--- src/rtl/team_08_render_pkg.sv ---
// Shared types and sprite geometry for the dino game object renderer.
package team_08_render_pkg;

  typedef enum logic [1:0] {
    GameIdle = 2'd0,
    GameRun  = 2'd1,
    GameOver = 2'd2,
    GameWin  = 2'd3
  } game_st_t;

  typedef enum logic [0:0] {
    BufEmpty   = 1'b0,
    BufPending = 1'b1
  } buf_st_t;

  typedef struct packed {
    logic [7:0] dino_y;
    logic [8:0] cactus_x;
    game_st_t   st;
  } obj_set_t;

  localparam int unsigned DINO_W     = 20;
  localparam int unsigned DINO_H     = 22;
  localparam int unsigned DINO_LEG_H = 4;
  localparam int unsigned CACTUS_W   = 10;
  localparam int unsigned CACTUS_H   = 20;
  localparam int unsigned CLOUD_W    = 30;
  localparam int unsigned CLOUD_H    = 10;
  localparam int unsigned CLOUD_Y    = 30;

  // Banner box, inclusive bounds
  localparam int unsigned BANNER_X0 = 100;
  localparam int unsigned BANNER_X1 = 219;
  localparam int unsigned BANNER_Y0 = 60;
  localparam int unsigned BANNER_Y1 = 99;

endpackage

--- src/rtl/team_08_rect_hit.sv ---
// Combinational box test in 10-bit unsigned space: hit when (px,py) lies in [o, o+size).
module team_08_rect_hit (
  input  logic [9:0] px,
  input  logic [9:0] py,
  input  logic [9:0] ox,
  input  logic [9:0] oy,
  input  logic [9:0] w,
  input  logic [9:0] h,
  output logic       hit
);

  assign hit = (px >= ox) && (px < ox + w) && (py >= oy) && (py < oy + h);

endmodule

--- src/rtl/team_08_object_renderer.sv ---
// Per-pixel object decoder for the dino game display path.
// Cloud sprite and its position buffer exist only when TEAM_08_CLOUD_EN is defined.
module team_08_object_renderer
  import team_08_render_pkg::*;
#(
  parameter int unsigned SCR_W      = 320,
  parameter int unsigned SCR_H      = 240,
  parameter int unsigned FLOOR_Y    = 200,
  parameter int unsigned DINO_X     = 40,
  parameter int unsigned LEG_FRAMES = 8
) (
  input  logic       clk,
  input  logic       rst,
  input  logic       pix_stb,
  input  logic [8:0] x,
  input  logic [7:0] y,
  input  logic       pos_valid,
  output logic       pos_ready,
  input  logic [7:0] dino_y,
  input  logic [8:0] cactus_x,
  input  logic [8:0] cloud_x,
  input  logic [1:0] game_st,
  output logic       r_floor,
  output logic       r_cactus,
  output logic       r_dino,
  output logic       r_cloud,
  output logic       r_idle,
  output logic       r_over,
  output logic       r_win,
  output logic       leg_phase
);

  localparam int unsigned CntW = (LEG_FRAMES > 1) ? $clog2(LEG_FRAMES) : 1;
  localparam obj_set_t ActReset = '{
    dino_y:   8'(FLOOR_Y - DINO_H),
    cactus_x: 9'(SCR_W),
    st:       GameIdle
  };

  buf_st_t         buf_q, buf_d;
  obj_set_t        pend_q, act_q, act_eff;
  logic            frame_start, load_pend, apply_pend;
  logic [CntW-1:0] cnt_q, cnt_d;
  logic            leg_q, leg_d;
  logic [9:0]      px, py;
  logic            on_screen, cactus_box, dino_box, banner_box, leg_row, left_half, dino_hit;

  assign frame_start = pix_stb && (x == 9'd0) && (y == 8'd0);
  assign pos_ready   = (buf_q == BufEmpty);
  assign leg_phase   = leg_q;

  always_comb begin
    buf_d      = buf_q;
    load_pend  = 1'b0;
    apply_pend = 1'b0;
    case (buf_q)
      BufEmpty: begin
        if (pos_valid) begin
          load_pend = 1'b1;
          buf_d     = BufPending;
        end
      end
      BufPending: begin
        if (frame_start) begin
          apply_pend = 1'b1;
          buf_d      = BufEmpty;
        end
      end
      default: buf_d = BufEmpty;
    endcase
  end

  always_comb begin
    cnt_d = cnt_q;
    leg_d = leg_q;
    if (frame_start) begin
      if (cnt_q == CntW'(LEG_FRAMES - 1)) begin
        cnt_d = '0;
        leg_d = ~leg_q;
      end else begin
        cnt_d = cnt_q + 1'b1;
      end
    end
  end

  always_ff @(posedge clk or negedge rst) begin
    if (!rst) begin
      buf_q  <= BufEmpty;
      pend_q <= ActReset;
      act_q  <= ActReset;
      cnt_q  <= '0;
      leg_q  <= 1'b0;
    end else begin
      buf_q <= buf_d;
      cnt_q <= cnt_d;
      leg_q <= leg_d;
      if (load_pend) begin
        pend_q <= '{dino_y: dino_y, cactus_x: cactus_x, st: game_st_t'(game_st)};
      end
      if (apply_pend) begin
        act_q <= pend_q;
      end
    end
  end

  // The frame-start pixel already sees the set being applied and the new leg phase
  assign act_eff = apply_pend ? pend_q : act_q;

  assign px        = {1'b0, x};
  assign py        = {2'b00, y};
  assign on_screen = (px < 10'(SCR_W)) && (py < 10'(SCR_H));

  team_08_rect_hit u_cactus (
    .px  (px),
    .py  (py),
    .ox  ({1'b0, act_eff.cactus_x}),
    .oy  (10'(FLOOR_Y - CACTUS_H)),
    .w   (10'(CACTUS_W)),
    .h   (10'(CACTUS_H)),
    .hit (cactus_box)
  );

  team_08_rect_hit u_dino (
    .px  (px),
    .py  (py),
    .ox  (10'(DINO_X)),
    .oy  ({2'b00, act_eff.dino_y}),
    .w   (10'(DINO_W)),
    .h   (10'(DINO_H)),
    .hit (dino_box)
  );

  team_08_rect_hit u_banner (
    .px  (px),
    .py  (py),
    .ox  (10'(BANNER_X0)),
    .oy  (10'(BANNER_Y0)),
    .w   (10'(BANNER_X1 - BANNER_X0 + 1)),
    .h   (10'(BANNER_Y1 - BANNER_Y0 + 1)),
    .hit (banner_box)
  );

  // Leg rows draw the left half on phase 0 and the right half on phase 1
  assign leg_row   = py >= ({2'b00, act_eff.dino_y} + 10'(DINO_H - DINO_LEG_H));
  assign left_half = px < 10'(DINO_X + DINO_W / 2);
  assign dino_hit  = dino_box && (!leg_row || (left_half ^ leg_d));

  always_ff @(posedge clk or negedge rst) begin
    if (!rst) begin
      r_floor  <= 1'b0;
      r_cactus <= 1'b0;
      r_dino   <= 1'b0;
      r_idle   <= 1'b0;
      r_over   <= 1'b0;
      r_win    <= 1'b0;
    end else if (pix_stb) begin
      r_floor  <= on_screen && (py >= 10'(FLOOR_Y));
      r_cactus <= on_screen && cactus_box;
      r_dino   <= on_screen && dino_hit;
      r_idle   <= on_screen && banner_box && (act_eff.st == GameIdle);
      r_over   <= on_screen && banner_box && (act_eff.st == GameOver);
      r_win    <= on_screen && banner_box && (act_eff.st == GameWin);
    end
  end

`ifdef TEAM_08_CLOUD_EN
  logic [8:0] cloud_pend_q, cloud_act_q, cloud_eff;
  logic       cloud_box;

  always_ff @(posedge clk or negedge rst) begin
    if (!rst) begin
      cloud_pend_q <= 9'(SCR_W);
      cloud_act_q  <= 9'(SCR_W);
    end else begin
      if (load_pend)  cloud_pend_q <= cloud_x;
      if (apply_pend) cloud_act_q  <= cloud_pend_q;
    end
  end

  assign cloud_eff = apply_pend ? cloud_pend_q : cloud_act_q;

  team_08_rect_hit u_cloud (
    .px  (px),
    .py  (py),
    .ox  ({1'b0, cloud_eff}),
    .oy  (10'(CLOUD_Y)),
    .w   (10'(CLOUD_W)),
    .h   (10'(CLOUD_H)),
    .hit (cloud_box)
  );

  always_ff @(posedge clk or negedge rst) begin
    if (!rst) begin
      r_cloud <= 1'b0;
    end else if (pix_stb) begin
      r_cloud <= on_screen && cloud_box;
    end
  end
`else
  logic unused_cloud;
  assign unused_cloud = ^cloud_x;
  assign r_cloud      = 1'b0;
`endif

endmodule
--- config.mk ---
export PLATFORM = sky130hd
export DESIGN_NAME = team_08_object_renderer
export DESIGN_NICKNAME = d
export VERILOG_FILES = /design/src/rtl/team_08_render_pkg.sv /design/src/rtl/team_08_rect_hit.sv /design/src/rtl/team_08_object_renderer.sv
export SDC_FILE = /design/constraint.sdc
export NUM_CORES = 1
export LEC_CHECK = 0
export BUFFER_PORTS_ARGS = -buffer_cell sky130_fd_sc_hd__buf_2
export CORE_MARGIN = 2
export CORE_UTILIZATION = 50
export DETAILED_ROUTE_END_ITERATION = 10
export MAX_ROUTING_LAYER = met4
export PLACE_DENSITY_LB_ADDON = 0.12
export SLEW_MARGIN = 10
export SYNTH_ARGS = -nofsm -noshare
export SYNTH_HDL_FRONTEND = slang
export SYNTH_SLANG_ARGS = --single-unit
--- constraint.sdc ---
create_clock -name clk -period 2.8 [get_ports clk]
set_input_delay 0 -clock clk [delete_from_list [all_inputs] [get_ports clk]]
set_output_delay 0 -clock clk [all_outputs]
set_load 0.1 [all_outputs]
==> results of run 1 <==
==> stage by stage <==
step,std cells,utilization [%]
final,597,69.6
after global routing,597,69.6
after CTS,591,67.6
after detailed placement,562,62.8
after global placement,562,62.8
after floorplan,372,-
==> layout make-up <==
class,count,area share [%]
Tap cell,96,2.51
Clock buffer,7,1.81
Timing Repair Buffer,129,19.2
Inverter,26,2.04
Sequential cell,49,26.0
Multi-Input combinational cell,289,47.8
Clock inverter,1,0.628
==> report_power, final <==
group	switching [uW]	total, uW	leakage [uW]	internal, uW
sequential	38.2	788	0.000615	750
clock	247	539	0.0000585	292
combinational	149	291	0.00160	142
total	434	1620	0.00227	1180
==> repair_timing <==
| item | 4_1_cts | 5_1_grt |
|---|---|---|
| resized for setup | 2 | 21 |
| endpoints found under the hold margin | 57 | 0 |
| endpoints found under the setup margin | 1 | 2 |
| setup buffers | 0 | 6 |
| hold buffers | 21 | 0 |
| pin swaps | 1 | 10 |
==> layer usage <==
layer	up-vias	track usage [%]
met5	-	-
met4	0	6.89
met3	15	3.45
met2	75	41.0
met1	1531	35.7
li1	1590	-
==> worst max-delay path, cell delays in order, from the launching register on <==
cell       delay, ps
dfrtp_1          430
buf_4            170
nand3_4           90
mux2i_2          240
inv_1            100
xnor2_1          140
ha_1             330
a2111oi_4        350
a31oi_1          150
a211o_1          320
a2111oi_4        290
o32a_2           180
==> cell families after synthesis <==
kind of cell | after synthesis
and+or+nand+nor | 116
AOI/OAI and AO/OA | 74
DFF | 49
adders and majority gates | 40
muxes | 34
buffers and inverters | 34
xor gates and xnor gates | 24
other | 1
==> cells in the final DEF, fill, tap and decap left out, types with 5 or more instances in the layout <==
master and instances:
buf_4 57, a21oi_1 15, o21ai_0 16, nand2_1 39
mux2_2 23, o21a_1 5, inv_1 26, mux2i_2 5
a21o_1 5, dlygate4sd3_1 21, nor2_1 18, mux2i_1 5
nor3_1 8, nor2b_1 7, xnor2_1 20, clkbuf_8 6
dfrtp_1 37, buf_2 47, dfstp_2 12, nand3_1 13
ha_1 38
==> path summary, 6_finish.rpt <==
kind | end | from | slack [ps]
min | r_idle$_DFFE_PN0P_ | pix_stb | 50
min reg2reg | act_q[11]$_DFF_PN0_ | act_q[11]$_DFF_PN0_ | 500
min in group asynchronous | act_q[17]$_DFF_PN0_ | rst | 400
max reg2reg | r_cactus$_DFFE_PN0P_ | buf_q$_DFF_PN0_ | -30
max | r_cactus$_DFFE_PN0P_ | buf_q$_DFF_PN0_ | -30
max in group asynchronous | pend_q[18]$_DFFE_PN1P_ | rst | 1680
==> registers in the layout, indices dropped and copies added, names as in the netlist <==
register and flops:
cnt_q 3, leg_phase 1, r_floor 1, r_win 1
r_idle 1, act_q 19, r_over 1, r_cactus 1
buf_q 1, r_dino 1, pend_q 19
==> impl_metrics.ini, run 1 <==
[placed_design]
place_congestion = 0.945
dpl_worst_slack_ps = -272
placed_area_um2 = 4310
hpwl_um = 7320
io_buffers = 47

[drt]
routed_wl_um = 9530
vias = 3211
wl_met3_um = 350
drc = 0
top_layer_used = met4
wl_met2_um = 4360
viasPerCell = 5.38
ant_nets = 0
drtPass1Iterations = 4
drt_iter0_drc = 188
wire_per_inst_um = 16.0
wl_met1_um = 4650

[power]
p_total_uw = 1620
p_per_area_nw_per_um2 = 338
max-vdd-ir-drop_uv = 247
p_leak_uw = 0.00227

[yosys]
seq_area_frac_synth_pct = 34.8
netlist-cell-type-count = 53
synth-compound-area-share_pct = 13.8
synth_top_family_by_area = simple AND/OR/NAND/NOR gates
synthTopCellsByCount = 41 x nand2_1, 40 x ha_1, 37 x dfrtp_1
synth_xor_area_share_pct = 5.89
syn-instance-count = 372
avgSynthCellArea_um2 = 9.60
synth.most_common_cell = nand2_1
synth-main-ff-cell = dfrtp_1
syn_area_um2 = 3570
synthTopCellsByArea = dfrtp_1 26%, ha_1 14%, dfstp_2 8.8%
yosysTopAreaCell = dfrtp_1
synth_fa_ha_area_share_pct = 14.0
ys_seq_elements = 49
ys.warnings.count = 0
synth-edff-count = 0
yosysTopAreaCellShare_pct = 25.9
synthMuxAreaShare_pct = 10.7
synth-simple-area-share_pct = 16.6
synth_nets = 461
synthArstFlopShare_pct = 100

[outcome]
status = finished with violations
violations = setup timing

[clocking]
clkTransAtPathRegs_ps = 100
cts_tree = built
numCtsBuffers = 5
clock_path_buffers = 2
ctsRootBufferMaster = clkbuf_8
worst_skew_pair.late_latency_ps = 310
cts_sinks = 49
cts.htree.levels = 2

[sta]
final-setup-viol-count = 1
fmax_mhz = 353
hold_viol = 0
skew_ps = 6.64
period_share_pct = 101
tightest_slew_ps = 1060
drv_slew = 0
relSlewSlack_pct = 29.2
hold_ws_ps = 45.3
min_period_ps = 2830
setup_ws_ps = -32.1
setup_tns_ps = -32.1
rsz0062_at_grt = true

[global_routing]
grt_max_degree = 48
grt.total_usage_pct = 26.1
grt_pass1_vias = 3156
antenna_found_initial = 0
overflow = 0
grt_first_pass_wirelength_um = 15200

[finish]
postLayoutCellArea_um2 = 4780
final_nets = 589
multi_input_area_um2 = 2290
fill_cells = 573
drive_above_1_share_pct = 35.3
diodes = 0
seqCellArea_um2 = 1240
area_growth_syn_to_layout_pct = 33.9

[worst_setup_path]
required_ps = 3060
rr_worst_depth = 11
end_kind = flop
path_max_fanout = 5
arrival_ps = 3090
cp-start-kind = flop
path_class = flop to flop

[floorplanning]
core_um2 = 6870
pin_count = 58
fp.dieH_um = 88.5
initial_core_util_pct = 52.0
die_area_um2 = 7830
row_count = 30
die_x_um = 88.5

[hold_path]
holdPathStages = 3
hold_class = primary input to flop

[job]
maxCapViolations = 0
Power figures use the tool's default switching activity.
==> inputs of run 2 (changes only) <==
Settings changed: CORE_UTILIZATION 50 to 52, SLEW_MARGIN 10 to 20.
==> run 2 against run 1 <==
Critical path type unchanged. Fmax up 1.5%. Largest power group unchanged. Largest cell class unchanged. Cell count fell by 2.8%. Utilization up 1.4 points. Critical path depth stayed put. Worst setup slack better by 42 ps. The run now ends clean.
==> impl_metrics.ini, run 2 (same netlist as run 1, synthesis figures left out) <==
[outcome]
status = finished, final reports clean

[worst_setup_path]
path_class = flop to flop
arrival_ps = 3050
rr_worst_depth = 11
critPathSlowestCell = dfrtp_1
end_kind = flop
path_max_fanout = 6
crit_cells = 11
required_ps = 3060
cp_cell_sequence = buf_6 > nand3_4 > mux2i_4 > inv_2 > xnor2_2 > ha_4 > a2111oi_4 > a31oi_2 > a211o_1 > a2111oi_4 > o32a_2
slowest_delay_ps = 430
r2r_start = buf_q$_DFF_PN0_
critical-path-top-delay-family = compound AO/OA/AOI/OAI gates
cp-start-kind = flop
startpoint = buf_q$_DFF_PN0_
cpMostUsedCell = a2111oi_4
path_buf_inv = 2

[floorplanning]
initial_core_util_pct = 53.1
die_area_um2 = 7540
pin_count = 58
die_x_um = 86.9
fp.dieH_um = 86.9
core_um2 = 6720
row_count = 30

[finish]
final_common_cell = buf_4
largestRegisters = act_q (19), pend_q (19), cnt_q (3)
final_nets = 588
drive_above_1_share_pct = 36.2
area_growth_syn_to_layout_pct = 33.6
diodes = 0
fill_cells = 528
final_cell_mix = 57 x buf_4, 46 x buf_2, 39 x nand2_1
postLayoutCellArea_um2 = 4770

[global_routing]
grt_max_degree = 50
grt_first_pass_wirelength_um = 15100
overflow = 0
antenna_found_initial = 0
grt_pass1_vias = 3241
grt.total_usage_pct = 26.3

[sta]
drv_slew = 0
rsz0062_at_grt = true
hold_viol = 0
setup_ws_ps = 9.59
relSlewSlack_pct = 57.8
period_share_pct = 99.7
min_period_ps = 2790
skew_ps = 6.28
final-setup-viol-count = 0
fmax_mhz = 358
tightest_slew_ps = 633

[clocking]
numCtsBuffers = 5
clkTransAtPathRegs_ps = 90
worst_skew_pair.late_latency_ps = 310
cts.htree.levels = 2
cts_tree = built
cts_sinks = 49
ctsRootBufferMaster = clkbuf_8
clock_path_buffers = 2

[job]
maxCapViolations = 0

[power]
p_total_uw = 1490
p_per_area_nw_per_um2 = 313
max-vdd-ir-drop_uv = 371
p_leak_uw = 0.00227

[hold_path]
worstHoldStart = pix_stb
hold_class = primary input to flop
holdPathStages = 3

[placed_design]
hpwl_um = 6950
io_buffers = 47
placed_area_um2 = 4280
dpl_worst_slack_ps = -231
place_congestion = 0.878

[drt]
drtPass1Iterations = 4
ant_nets = 0
viasPerCell = 5.49
routed_wl_um = 9240
drt_iter0_drc = 133
drc = 0
wire_per_inst_um = 15.9
vias = 3185
-- run 2: metal layers --
layer	part of all wire, %	GRT usage [%]	up-vias	wire length, um
met5	0	-	-	0
met4	2.1	8.38	0	194
met3	4.1	3.41	18	382
met2	47	41.2	76	4300
met1	47	35.4	1501	4360
li1	-	-	1590	-
-- run 2: final timing paths --
| check | end | slack [ps] |
|---|---|---|
| worst max register to register | r_cactus$_DFFE_PN0P_ | 10 |
| max in group asynchronous | act_q[14]$_DFF_PN0_ | 2120 |
| worst max-delay path | r_cactus$_DFFE_PN0P_ | 10 |
| worst min-delay path | r_over$_DFFE_PN0P_ | 40 |
| worst min register to register | act_q[11]$_DFF_PN0_ | 490 |
| min in group asynchronous | act_q[17]$_DFF_PN0_ | 230 |
-- run 2: cell type report --
| class | count | area, um2 | area share, % |
|---|---|---|---|
| tap | 80 | 100 | 2.10 |
| inverter | 26 | 97.6 | 2.05 |
| timing repair buffer | 128 | 917 | 19.2 |
| multi-input combinational | 289 | 2330 | 48.9 |
| sequential | 49 | 1240 | 26.0 |
| clock inverter | 1 | 5.00 | 0.105 |
| clock buffer | 7 | 76.3 | 1.60 |
-- run 2: metrics by stage --
stage          TNS, ps  hold WS [ps]  util, %  instances
2_1_floorplan        0          -296        -        372
3_3_place_gp      -230           215     63.7        544
3_5_place_dp      -459           212     63.7        544
4_1_cts              0          35.6     68.1        573
5_1_grt           -193          63.8     71.0        580
6_report             0          43.4     71.0        580
-- run 2: timing repair --
item / in CTS / in global routing
hold buffers: 21 / 0
endpoints found under the hold margin: 57 / 0
endpoints found under the setup margin: 1 / 2
buffers inserted: 0 / 7
resized for setup: 2 / 29
pin swaps: 0 / 14
-- run 2: worst min-delay path, cell delays in order --
cell	delay [ps]
buf_2	90
buf_4	140
o22ai_1	90
-- run 2: power by group --
| part | total (uW) | switching (uW) | internal [uW] |
|---|---|---|---|
| clock | 416 | 240 | 176 |
| sequential | 788 | 37.9 | 750 |
| combinational | 290 | 148 | 142 |
==> inputs of run 3 (changes only) <==
Settings changed: ABC_AREA set to 1.
==> run 3 against run 2 <==
Non-clock buffer count shrank 24. Worst hold slack lost 38 ps. Worst setup slack gained 240 ps. Clock power grew 4%. Register-to-register slack gained 240 ps. Global-route usage shrank 1.7 points. Die area grew 0.16%. Clock skew is essentially flat. Cell count grew 9.3%. Power shrank 4.5%. Largest cell class unchanged. Synthesized cell count grew 20%.
==> impl_metrics.ini, run 3 <==
[outcome]
status = finished, final reports clean

[clocking]
cts_sinks = 49
worst_skew_pair.late_latency_ps = 310
ctsRootBufferMaster = clkbuf_8
clkTransAtPathRegs_ps = 90
cts_tree = built
cts.htree.levels = 2
clock_path_buffers = 2
numCtsBuffers = 5

[drt]
vias = 3215
drt_iter0_drc = 153
routed_wl_um = 8420
drc = 0
ant_nets = 0
viasPerCell = 5.07
wire_per_inst_um = 13.3
drtPass1Iterations = 4

[worst_setup_path]
r2r_end = r_dino$_DFFE_PN0P_
path_class = flop to flop
cpMostUsedCell = nand2_1
arrival_ps = 2750
end_kind = flop
critPathSlowestCell = dfrtp_2
regToRegSetupSlack_ps = 250
r2r_start = buf_q$_DFF_PN0_
required_ps = 3000
slowest_delay_ps = 420
cp_cell_sequence = nand3_4 > buf_4 > buf_4 > nand2_1 > nand2_2 > xor2_1 > ha_1 > nand2_1 > o21bai_1 > nand3_1 > nand2_1 > nand2_1 > nand2_1 > nand2_1 > nor2_1 > nor2_1 > nand3_1 > nand4_1 > nand2_1
cp-start-kind = flop
rr_worst_depth = 19
path_max_fanout = 8

[power]
p_leak_uw = 0.00245
pwr-share-comb_pct = 17.1
p_sw_uw = 402
swShare_pct = 28.2
seqPwrFrac_pct = 52.6
max-vdd-ir-drop_uv = 227
p_int_uw = 1020
p_per_area_nw_per_um2 = 318
p_clk_share_pct = 30.3

[global_routing]
grt_busiest_layer = met2
grt_max_degree = 50
grt.met3_usage_pct = 2.84
met1_usage_pct = 28.6
overflow = 0
grt.total_usage_pct = 24.6
grt_first_pass_wirelength_um = 14300
antenna_found_initial = 0
met2_usage_pct = 45.1
grt_pass1_vias = 3191

[sta]
rsz0062_at_grt = false
fmax_mhz = 392
period_share_pct = 91.2
setup_ws_ps = 247
relSlewSlack_pct = 56.3
tightest_slew_ps = 654
hold_ws_ps = 5.59
min_period_ps = 2550
drv_slew = 0
skew_ps = 6.59
hold_viol = 0
final-setup-viol-count = 0

[floorplanning]
core_um2 = 6720
fp.dieH_um = 86.9
row_count = 30
die_area_um2 = 7560
pin_count = 58
initial_core_util_pct = 53.2
die_x_um = 86.9

[yosys]
seq_area_frac_synth_pct = 34.7
synthTopCellsByArea = dfrtp_1 26%, ha_1 14%, nand2_1 12%
synth.most_common_cell = nand2_1
ys.warnings.count = 0
yosysTopAreaCell = dfrtp_1
synthTopCellsByCount = 115 x nand2_1, 66 x inv_1, 40 x ha_1
yosysTopAreaCellShare_pct = 25.9
synthArstFlopShare_pct = 100
syn_area_um2 = 3580
ys_seq_elements = 49
synth-edff-count = 0
syn-instance-count = 447
synth_nets = 536
synth-main-ff-cell = dfrtp_1
avgSynthCellArea_um2 = 8.00
netlist-cell-type-count = 43

[finish]
final_nets = 642
seqCellArea_um2 = 1240
largestRegisters = act_q (19), pend_q (19), cnt_q (3)
final_common_cell = nand2_1
final_util_pct = 66.7
diodes = 0
fill_cells = 592
multi_input_area_um2 = 2040
drive_above_1_share_pct = 26.4
area_growth_syn_to_layout_pct = 25.3
final_cell_mix = 114 x nand2_1, 66 x inv_1, 46 x buf_2

[placed_design]
hpwl_um = 6560
io_buffers = 47
dpl_worst_slack_ps = -83.4
place_congestion = 0.954

[hold_path]
worstHoldStart = pix_stb
holdPathStages = 3
hold_class = primary input to flop
holdPathEnd = r_floor$_DFFE_PN0P_

[job]
maxCapViolations = 0
[run 3: cells by family after synthesis]
group	count (synthesis)	synth area share, %
buffers and inverters	78	8.75
AND/OR/NAND/NOR	196	24.7
AO/OA/AOI/OAI	54	9.62
adder cells (fa/ha/maj)	40	14.0
XOR/XNOR	14	3.43
other	1	0.105
multiplexers	15	4.69
flip-flops	49	34.7
[run 3: repair_timing]
action                                  in CTS  in global routing
gates resized for setup                      0                  8
hold buffers                                21                  0
endpoints found under the hold margin       57                  0
setup buffers                                0                  3
endpoints found under the setup margin       0                  2
[run 3: layer usage]
layer | routed length, um | part of all wire [%] | up-vias
li1 | - | - | 1658
met1 | 3660 | 43 | 1495
met2 | 4400 | 52 | 50
met3 | 223 | 2.6 | 12
met4 | 140 | 1.7 | 0
met5 | 0 | 0 | -
[run 3: area by class of cell]
type	count	area share [%]
Tap cell	80	2.23
Timing Repair Buffer	104	16.4
Clock buffer	6	1.62
Clock inverter	2	0.363
Inverter	72	6.03
Multi-Input combinational cell	321	45.6
Sequential cell	49	27.7
[run 3: worst max-delay path, delay by kind of cell (launching register included)]
kind	cells	cell delay, ps
compound gates	1	170
xor+xnor	1	190
fa+ha+maj	1	300
buf+inv	2	300
flops	1	420
simple gates	14	1070
[run 3: per-stage QoR]
stage                     area, um2  setup TNS, ps  power (uW)  instances
after CTS                      4430              0        1440        630
final                          4480              0        1430        634
after floorplan                3580              0         876        447
after global routing           4480              0        1510        634
after global placement         4130          -36.0         977        601
after detailed placement       4130           -147         984        601
[run 3: worst max-delay path by stage]
stage / from / endpoint / depth (start not counted)
detailed placement: x[7] / r_dino$_DFFE_PN0P_ / 20
finish: buf_q$_DFF_PN0_ / r_dino$_DFFE_PN0P_ / 19
global route: buf_q$_DFF_PN0_ / r_cactus$_DFFE_PN0P_ / 19
CTS: buf_q$_DFF_PN0_ / r_dino$_DFFE_PN0P_ / 16
floorplan: buf_q$_DFF_PN0_ / r_dino$_DFFE_PN0P_ / 18
global placement: x[7] / r_cactus$_DFFE_PN0P_ / 23
[run 3: power by group through the flow]
stage,combinational (uW),clock (uW),sequential (uW)
after floorplan,103,0,773
after global placement,214,0,763
after detailed placement,220,0,764
after CTS,244,444,751
after global routing,276,478,754
final,243,432,751
